[src/rtl/flag_run_monitor.sv]
// Watches the upstream sequencer flag: arms on en, then needs HOLD consecutive
// high samples before a TIMEOUT window of low samples runs out.
module flag_run_monitor #(
  parameter int HOLD    = 2,
  parameter int TIMEOUT = 8,
  parameter int CW      = 4
) (
  input  logic          clk,
  input  logic          reset,
  input  logic          en,
  input  logic          flag,
  input  logic          clr,
  output logic [2:0]    state,
  output logic          hit,
  output logic          done,
  output logic          tmo,
  output logic [CW-1:0] rise_cnt,
  output logic [CW-1:0] run_len
);

  localparam int TW = (TIMEOUT > 1) ? $clog2(TIMEOUT) : 1;
  localparam logic [TW-1:0] TMAX = TW'(TIMEOUT - 1);
  localparam logic [CW-1:0] HMAX = CW'(HOLD - 1);
  localparam logic [CW-1:0] HLEN = CW'(HOLD);

  typedef enum logic [2:0] {
    ST_IDLE    = 3'd0,
    ST_WAIT    = 3'd1,
    ST_HOLD    = 3'd2,
    ST_DONE    = 3'd3,
    ST_TIMEOUT = 3'd4
  } state_t;

  state_t        cur;
  logic          prev_flag;
  logic [TW-1:0] timer;
  logic          rise;

  function automatic logic [CW-1:0] sat_inc(input logic [CW-1:0] v);
    return (v == {CW{1'b1}}) ? v : v + 1'b1;
  endfunction

  assign rise  = flag & ~prev_flag;
  assign state = cur;

  always_ff @(posedge clk or posedge reset) begin
    if (reset) begin
      cur       <= ST_IDLE;
      hit       <= 1'b0;
      done      <= 1'b0;
      tmo       <= 1'b0;
      rise_cnt  <= '0;
      run_len   <= '0;
      prev_flag <= 1'b0;
      timer     <= '0;
    end else begin
      prev_flag <= flag;
      hit       <= 1'b0;
      if (clr) begin
        cur      <= ST_IDLE;
        done     <= 1'b0;
        tmo      <= 1'b0;
        rise_cnt <= '0;
        run_len  <= '0;
        timer    <= '0;
      end else begin
        if (rise && (cur != ST_IDLE))
          rise_cnt <= sat_inc(rise_cnt);
        case (cur)
          ST_IDLE: begin
            if (en) begin
              cur   <= ST_WAIT;
              timer <= '0;
            end
          end
          ST_WAIT: begin
            // A high flag wins over an expiring timeout window.
            if (flag) begin
              run_len <= CW'(1);
              if (HOLD == 1) begin
                cur  <= ST_DONE;
                hit  <= 1'b1;
                done <= 1'b1;
              end else begin
                cur <= ST_HOLD;
              end
            end else if (timer == TMAX) begin
              cur <= ST_TIMEOUT;
              tmo <= 1'b1;
            end else begin
              timer <= timer + 1'b1;
            end
          end
          ST_HOLD: begin
            if (flag) begin
              if (run_len == HMAX) begin
                cur     <= ST_DONE;
                run_len <= HLEN;
                hit     <= 1'b1;
                done    <= 1'b1;
              end else begin
                run_len <= sat_inc(run_len);
              end
            end else begin
              cur     <= ST_WAIT;
              run_len <= '0;
              timer   <= '0;
            end
          end
          ST_DONE, ST_TIMEOUT: begin
          end
          default: begin
            cur     <= ST_IDLE;
            run_len <= '0;
            timer   <= '0;
          end
        endcase
      end
    end
  end

endmodule

[config.mk]
export PLATFORM = sky130hd
export DESIGN_NAME = flag_run_monitor
export DESIGN_NICKNAME = d
export VERILOG_FILES = /design/src/rtl/flag_run_monitor.sv
export SDC_FILE = /design/constraint.sdc
export NUM_CORES = 1
export LEC_CHECK = 0
export CAP_MARGIN = 20
export CORE_UTILIZATION = 50
export DETAILED_ROUTE_END_ITERATION = 10
export PLACE_DENSITY = 0.76
export SETUP_SLACK_MARGIN = 0.3
export SLEW_MARGIN = 20
export SYNTH_ARGS = -nofsm -noshare
export SYNTH_HDL_FRONTEND = slang
export SYNTH_SLANG_ARGS = --single-unit
export TNS_END_PERCENT = 100
[constraint.sdc]
create_clock -name clk -period 2.02 [get_ports clk]
set_input_delay 0.505 -clock clk [delete_from_list [all_inputs] [get_ports clk]]
set_output_delay 0.505 -clock clk [all_outputs]
set_load 0.02 [all_outputs]
### Yosys cells after proc, flatten, opt, wreduce, memory -nomap -nowiden

Index checks and enable logic that the tools add are counted.

* register bits after elaboration: 18
* latch bits: 0
* memory bits (writable): 0
* ROM bits: 0
* input bits: 5
* output and inout bits: 14
* logic and storage cells: 84
* memories kept: 0

* add/subtract/negate cells: 3
* multipliers: 0
* div/mod/pow operators: 0
* magnitude comparators: 0
* equal/unequal tests: 20
* shift operators: 0
* multiplexer cells: 34
* bitwise gates (word level): 2
* reduce and logical (&&, ||, !) cells: 17

Operators by type and width (number)
* $mux 3: 11
* $mux 4: 8
* $pmux 3 s4: 2
* $ne 3x3->1 const B: 5
* $mux 1: 12
* $pmux 4 s3: 1
* $reduce_bool 2->1: 6
* $reduce_and 3->1: 3
* $add 4x1->4 const B: 2
* $eq 4x4->1 const B: 2
* $ne 4x4->1 const B: 2
* $eq 3x2->1 const B: 2
* $eq 3x3->1 const B: 2
* $ne 5x5->1 const B: 1
* $reduce_and 5->1: 1
* $eq 4x1->1 const B: 1
* $ne 2x1->1 const B: 2
* $ne 2x2->1 const B: 2
* $reduce_and 4->1: 1
* $add 3x1->3 const B: 1
* $eq 3x1->1 const B: 1
* $logic_not 3->1: 1
* $reduce_bool 3->1: 1
* $reduce_or 3->1: 1
* 5 further kinds: 5

### Depth between registers and ports, before layout

* depth in word-level cells: 6
* depth in mapped cells: 6
* depth with buffers taken out: 6

### Worst setup path before layout

No wires, ideal clock.

* path kind: register to register
* start: register run_len[0]
* end: register run_len[0]
* library setup time: 127 ps
* data arrival time: 1670 ps
* required time: 1893 ps
* setup slack: 223 ps
* stages on the path, launching flop included: 6
* clock period less this slack: 1797 ps
* path through: dfrtp_1 ha_1 or3b_1 nor2_1 nor3_2 o32a_2

* longest elaborated chain between the ends: 6

Ends and longest elaborated chain
* start: declaration: line 18 `output logic [CW-1:0] run_len`
* start signal: assignment: line 102 `run_len <= sat_inc(run_len);`
* $add 4x1->4: line 40 `return (v == {CW{1'b1}}) ? v : v + 1'b1;`
* $mux 4: line 40
* $mux 4: line 96 `if (run_len == HMAX) begin`
* $mux 4: line 95 `if (flag) begin`
* $pmux 4 s3: line 69 `case (cur)`
* $mux 4: line 59 `if (clr) begin`

Several ways; a longest one is shown, not always the timed one. The select of a mux whose other input is x is not followed.
A chain may end at the register's enable or synchronous reset.

### Final worst setup path

* start: register run_len[1]
* end: register run_len[0]

* longest elaborated chain between the ends: 5

Ends and longest elaborated chain (line)
* $eq 4x1->1: 96
* $mux 4: 96
* $mux 4: 95
* $pmux 4 s3: 69
* $mux 4: 59

Several ways; a longest one is shown, not always the timed one.

==> key figures <==
Run status
  • Status: completed

Die
  • Starting density of the core: 0.557
  • Number of placed I/O pins: 19
  • Die boundary height: 47.1 um
  • Std cell rows: 15
  • Die Width: 47.1 um
  • Die area: 2210 sq um
  • Core footprint: 1820 sq um

GRT
  • Global-route wire length before repair: 3.66 mm
  • Global Route Usage Sum: 0.242
  • Number of antenna violations at the first check in global routing: 0
  • Grt ovf: 0
  • Pin count of the biggest net entering global routing: 19
  • Via count of the first global-routing pass: 844

Drt
  • Detailed-route wire length per cell: 14.3 um
  • Number of nets with antenna violations after detailed routing: 0
  • Drt total wl: 2.34 mm
  • Total via count in the routed design: 915
  • Detailed router's first-iteration violation count: 15
  • Number of vias per cell: 5.58
  • Number of optimization iterations in the first detailed-route pass: 4
  • Post-route DRC: 0

Pwr
  • Static power due to leakage: 0.699 nW
  • Maximum resistive drop on vdd: 0.000453 V
  • Power share of the sequential group: 0.413
  • Logic gate share of total power: 0.406
  • Clock group share of total power: 0.181
  • Sum of internal, switching and leakage power: 1.05 mW
  • Sw power: 366 uW
  • Power density over the cells: 760 nW/um^2
  • Internal power consumption: 686 uW
  • Switching Share: 0.348

Clock tree
  • Number of hold buffers added after cts: 0
  • Clock root buffer master: sky130_fd_sc_hd__clkbuf_4
  • TritonCTS clock tree: built
  • Reg clk slew, reported paths: 110 ps
  • Total CTS buffers: 3
  • Number of H-tree branching levels: 1
  • Largest buffer count on any clock path: 2
  • Clock latency of the later-clocked register in the worst-skew pair: 300 ps
  • Clock Sink Count: 18

STA
  • Transition at the pin with the smallest max-transition slack: 433 ps
  • Final Skew: 9.71 ps
  • Post-route clock period utilization: 0.845
  • Sum Neg Setup Slack: 0 ps
  • Setup repair after global routing missed its margin: false
  • Slack of the critical path: 313 ps
  • Final-report max-slew violation count: 0
  • Highest Clock Rate: 586 MHz
  • Post-Route Hold Slack: 511 ps
  • Rel. slew slack: 0.709
  • Endpoints failing hold: 0
  • Shortest period the worst path allows: 1710 ps
  • Final setup violating endpoints: 0

Yosys
  • Count of warnings emitted by yosys: 0
  • Main combinational cell family by area after synthesis: simple AND/OR/NAND/NOR gates
  • Syn_nets: 113
  • Mux contribution to synthesized area: 0.0407
  • Area fraction in compound gates after synthesis: 0.163
  • Netlist area before placement: 1010 sq um
  • Mean cell area of the mapped netlist: 9.85 sq um
  • Adder-cell area share of the yosys netlist: 0.0617
  • Count of cell types in the netlist: 40
  • Register bit total from synthesis: 18
  • Number of standard cells after synthesis: 103
  • Register area share after synthesis: 0.444
  • XOR/XNOR share of the synthesized area: 0.0173
  • Area fraction in and, or, nand and nor cells after synthesis: 0.223

Worst setup path
  • Cells along the critical path: inv_2 > ha_4 > or3b_4 > o211a_1 > o32a_2
  • Highest-delay cell along the critical path: sky130_fd_sc_hd__dfrtp_2
  • CP top delay family: compound AO/OA/AOI/OAI gates
  • Kind of critical path: flip-flop to flip-flop
  • Highest fanout seen on the critical path: 5
  • CP max stage delay: 430 ps
  • Sort of element at the end of the critical path: flip-flop
  • Buffering stage count on the worst path with inverters included: 1
  • Arr. time, crit path: 1900 ps
  • Startpoint kind of the worst setup timing path: flip-flop
  • Required time reported for the critical path endpoint: 2210 ps

Run
  • # Max-Cap Violations: 0

Cells and area
  • Design Area, Final: 1380 sq um
  • Net total in the final layout: 150
  • Area growth from synthesis to layout: 36.4%
  • Diode insertion count for antenna repair: 0
  • Layout cells sized above 1: 0.252

Placed design
  • Cell area after placement: 1300 sq um
  • Count of buffers inserted at the top-level ports: 18
  • Final HPWL DP: 1.69 mm
  • Placer Congestion: 0.784
  • Setup slack after placement: -154 ps

Min path
  • Classification of the worst-slack hold path: primary input to asynchronous set/reset pin
-- placed cells by master, fill, tap and decap left out, drive strengths merged, types with 2 or more instances in the layout --
| cell | netlist | routed |
|---|---|---|
| buf | 3 | 18 |
| dfrtp | 18 | 18 |
| dlygate4sd2 | 0 | 13 |
| nor2 | 12 | 12 |
| inv | 8 | 8 |
| nand2 | 6 | 6 |
| o21ai | 6 | 6 |
| ha | 5 | 5 |
| clkbuf | 1 | 4 |
| nor2b | 3 | 3 |
| mux2i | 3 | 3 |
| nor3 | 3 | 3 |
| or2 | 2 | 2 |
| nand3b | 2 | 2 |
| a21oi | 2 | 2 |
| a22oi | 2 | 2 |
| nand2b | 2 | 2 |
| xnor2 | 2 | 2 |
| o2bb2ai | 2 | 2 |
| o22ai | 2 | 2 |
| dlymetal6s2s | 0 | 2 |
| clkdlybuf4s50 | 0 | 2 |
| and3 | 2 | 2 |
-- flip-flops by register name, summed over array words and instances, names as in the netlist --
| signal | cells |
|---|---|
| prev_flag | 1 |
| state | 3 |
| hit | 1 |
| run_len | 4 |
| rise_cnt | 4 |
| tmo | 1 |
| done | 1 |
| timer | 3 |
-- synthesized netlist by cell type --
library cell                instances  area share
sky130_fd_sc_hd__a211oi_1           1      0.0074
sky130_fd_sc_hd__a21o_1             1      0.0074
sky130_fd_sc_hd__a21oi_1            2      0.0099
sky130_fd_sc_hd__a22oi_1            2       0.015
sky130_fd_sc_hd__a2bb2oi_1          1      0.0086
sky130_fd_sc_hd__a41oi_1            1      0.0086
sky130_fd_sc_hd__and3_1             2       0.012
sky130_fd_sc_hd__buf_2              2      0.0099
sky130_fd_sc_hd__buf_4              1      0.0074
sky130_fd_sc_hd__clkbuf_1           1      0.0037
sky130_fd_sc_hd__dfrtp_1           18        0.44
sky130_fd_sc_hd__ha_1               5       0.062
sky130_fd_sc_hd__inv_1              8       0.030
sky130_fd_sc_hd__mux2_2             1       0.011
sky130_fd_sc_hd__mux2i_1            3       0.030
sky130_fd_sc_hd__nand2_1            6       0.022
sky130_fd_sc_hd__nand2b_1           2       0.012
sky130_fd_sc_hd__nand3_1            1      0.0049
sky130_fd_sc_hd__nand3b_1           2       0.015
sky130_fd_sc_hd__nand4_1            1      0.0062
sky130_fd_sc_hd__nor2_1            12       0.044
sky130_fd_sc_hd__nor2b_1            3       0.018
sky130_fd_sc_hd__nor3_1             2      0.0099
sky130_fd_sc_hd__nor3_2             1      0.0099
sky130_fd_sc_hd__nor3b_1            1      0.0074
sky130_fd_sc_hd__nor4_1             1      0.0062
sky130_fd_sc_hd__nor4b_4            1       0.023
sky130_fd_sc_hd__o211a_1            1      0.0099
sky130_fd_sc_hd__o21ai_0            6       0.030
sky130_fd_sc_hd__o22ai_1            2       0.012
sky130_fd_sc_hd__o2bb2ai_1          2       0.017
sky130_fd_sc_hd__o31a_1             1      0.0086
sky130_fd_sc_hd__o32a_2             1       0.011
sky130_fd_sc_hd__o32ai_1            1      0.0086
sky130_fd_sc_hd__o41ai_1            1      0.0086
sky130_fd_sc_hd__or2_0              1      0.0062
sky130_fd_sc_hd__or2_4              1      0.0086
sky130_fd_sc_hd__or3b_1             1      0.0086
sky130_fd_sc_hd__or4_1              1      0.0074
sky130_fd_sc_hd__xnor2_1            2       0.017
-- final timing paths --
check                           start    endpoint  slack (ps)  depth (start not counted)
min reg2reg                  timer[0]    timer[0]         530                          1
min in group clk             timer[0]    timer[0]         530                          1
max                        run_len[1]  run_len[0]         310                          5
min                             reset         hit         510                          3
max reg2reg                run_len[1]  run_len[0]         310                          5
max in group asynchronous       reset    state[2]        1280                          3
-- power groups by stage --
stage | clock network (mW) | logic (mW) | registers (mW)
2_1_floorplan | 0 | 0.220 | 0.459
3_3_place_gp | 0 | 0.368 | 0.441
3_5_place_dp | 0 | 0.381 | 0.442
4_1_cts | 0.202 | 0.374 | 0.435
5_1_grt | 0.208 | 0.464 | 0.440
6_report | 0.190 | 0.427 | 0.435
-- cell families after synthesis --
family	count (synthesis)
xor+xnor	2
fa+ha+maj	5
mux	4
simple gates	39
flops	18
buf+inv	12
compound gates	23
-- metrics by stage --
stage | util | instances
after floorplan | - | 103
after global placement | 0.714 | 154
after detailed placement | 0.714 | 154
after CTS | 0.731 | 160
after global routing | 0.760 | 164
final | 0.760 | 164
-- timing repair --
action | in CTS | in global routing
gates resized for setup | 18 | 8
buffers inserted | 2 | 4
pin swaps | 1 | 2
endpoints found under the setup margin | 21 | 6
-- per-layer routing --
layer  global-route usage  up-vias  wire length (um)
met5                    0        -                 0
met4                0.137        0                55
met3               0.0346        8               136
met2                0.397       35              1080
met1                0.305      432              1070
li1                     -      440                 -
-- area by class of cell --
cell class / count / area, sq um
Timing Repair Buffer: 36 / 304
Fill cell: 127 / 437
Sequential cell: 18 / 454
Multi-Input combinational cell: 73 / 538
Clock buffer: 4 / 26.3
Tap cell: 25 / 31.3
Inverter: 8 / 30.0
-- worst min-delay path, delay by kind of cell --
kind     cells  cell delay [ps]
buf+inv      3              690
No activity file was read; power rests on OpenSTA's default activity.
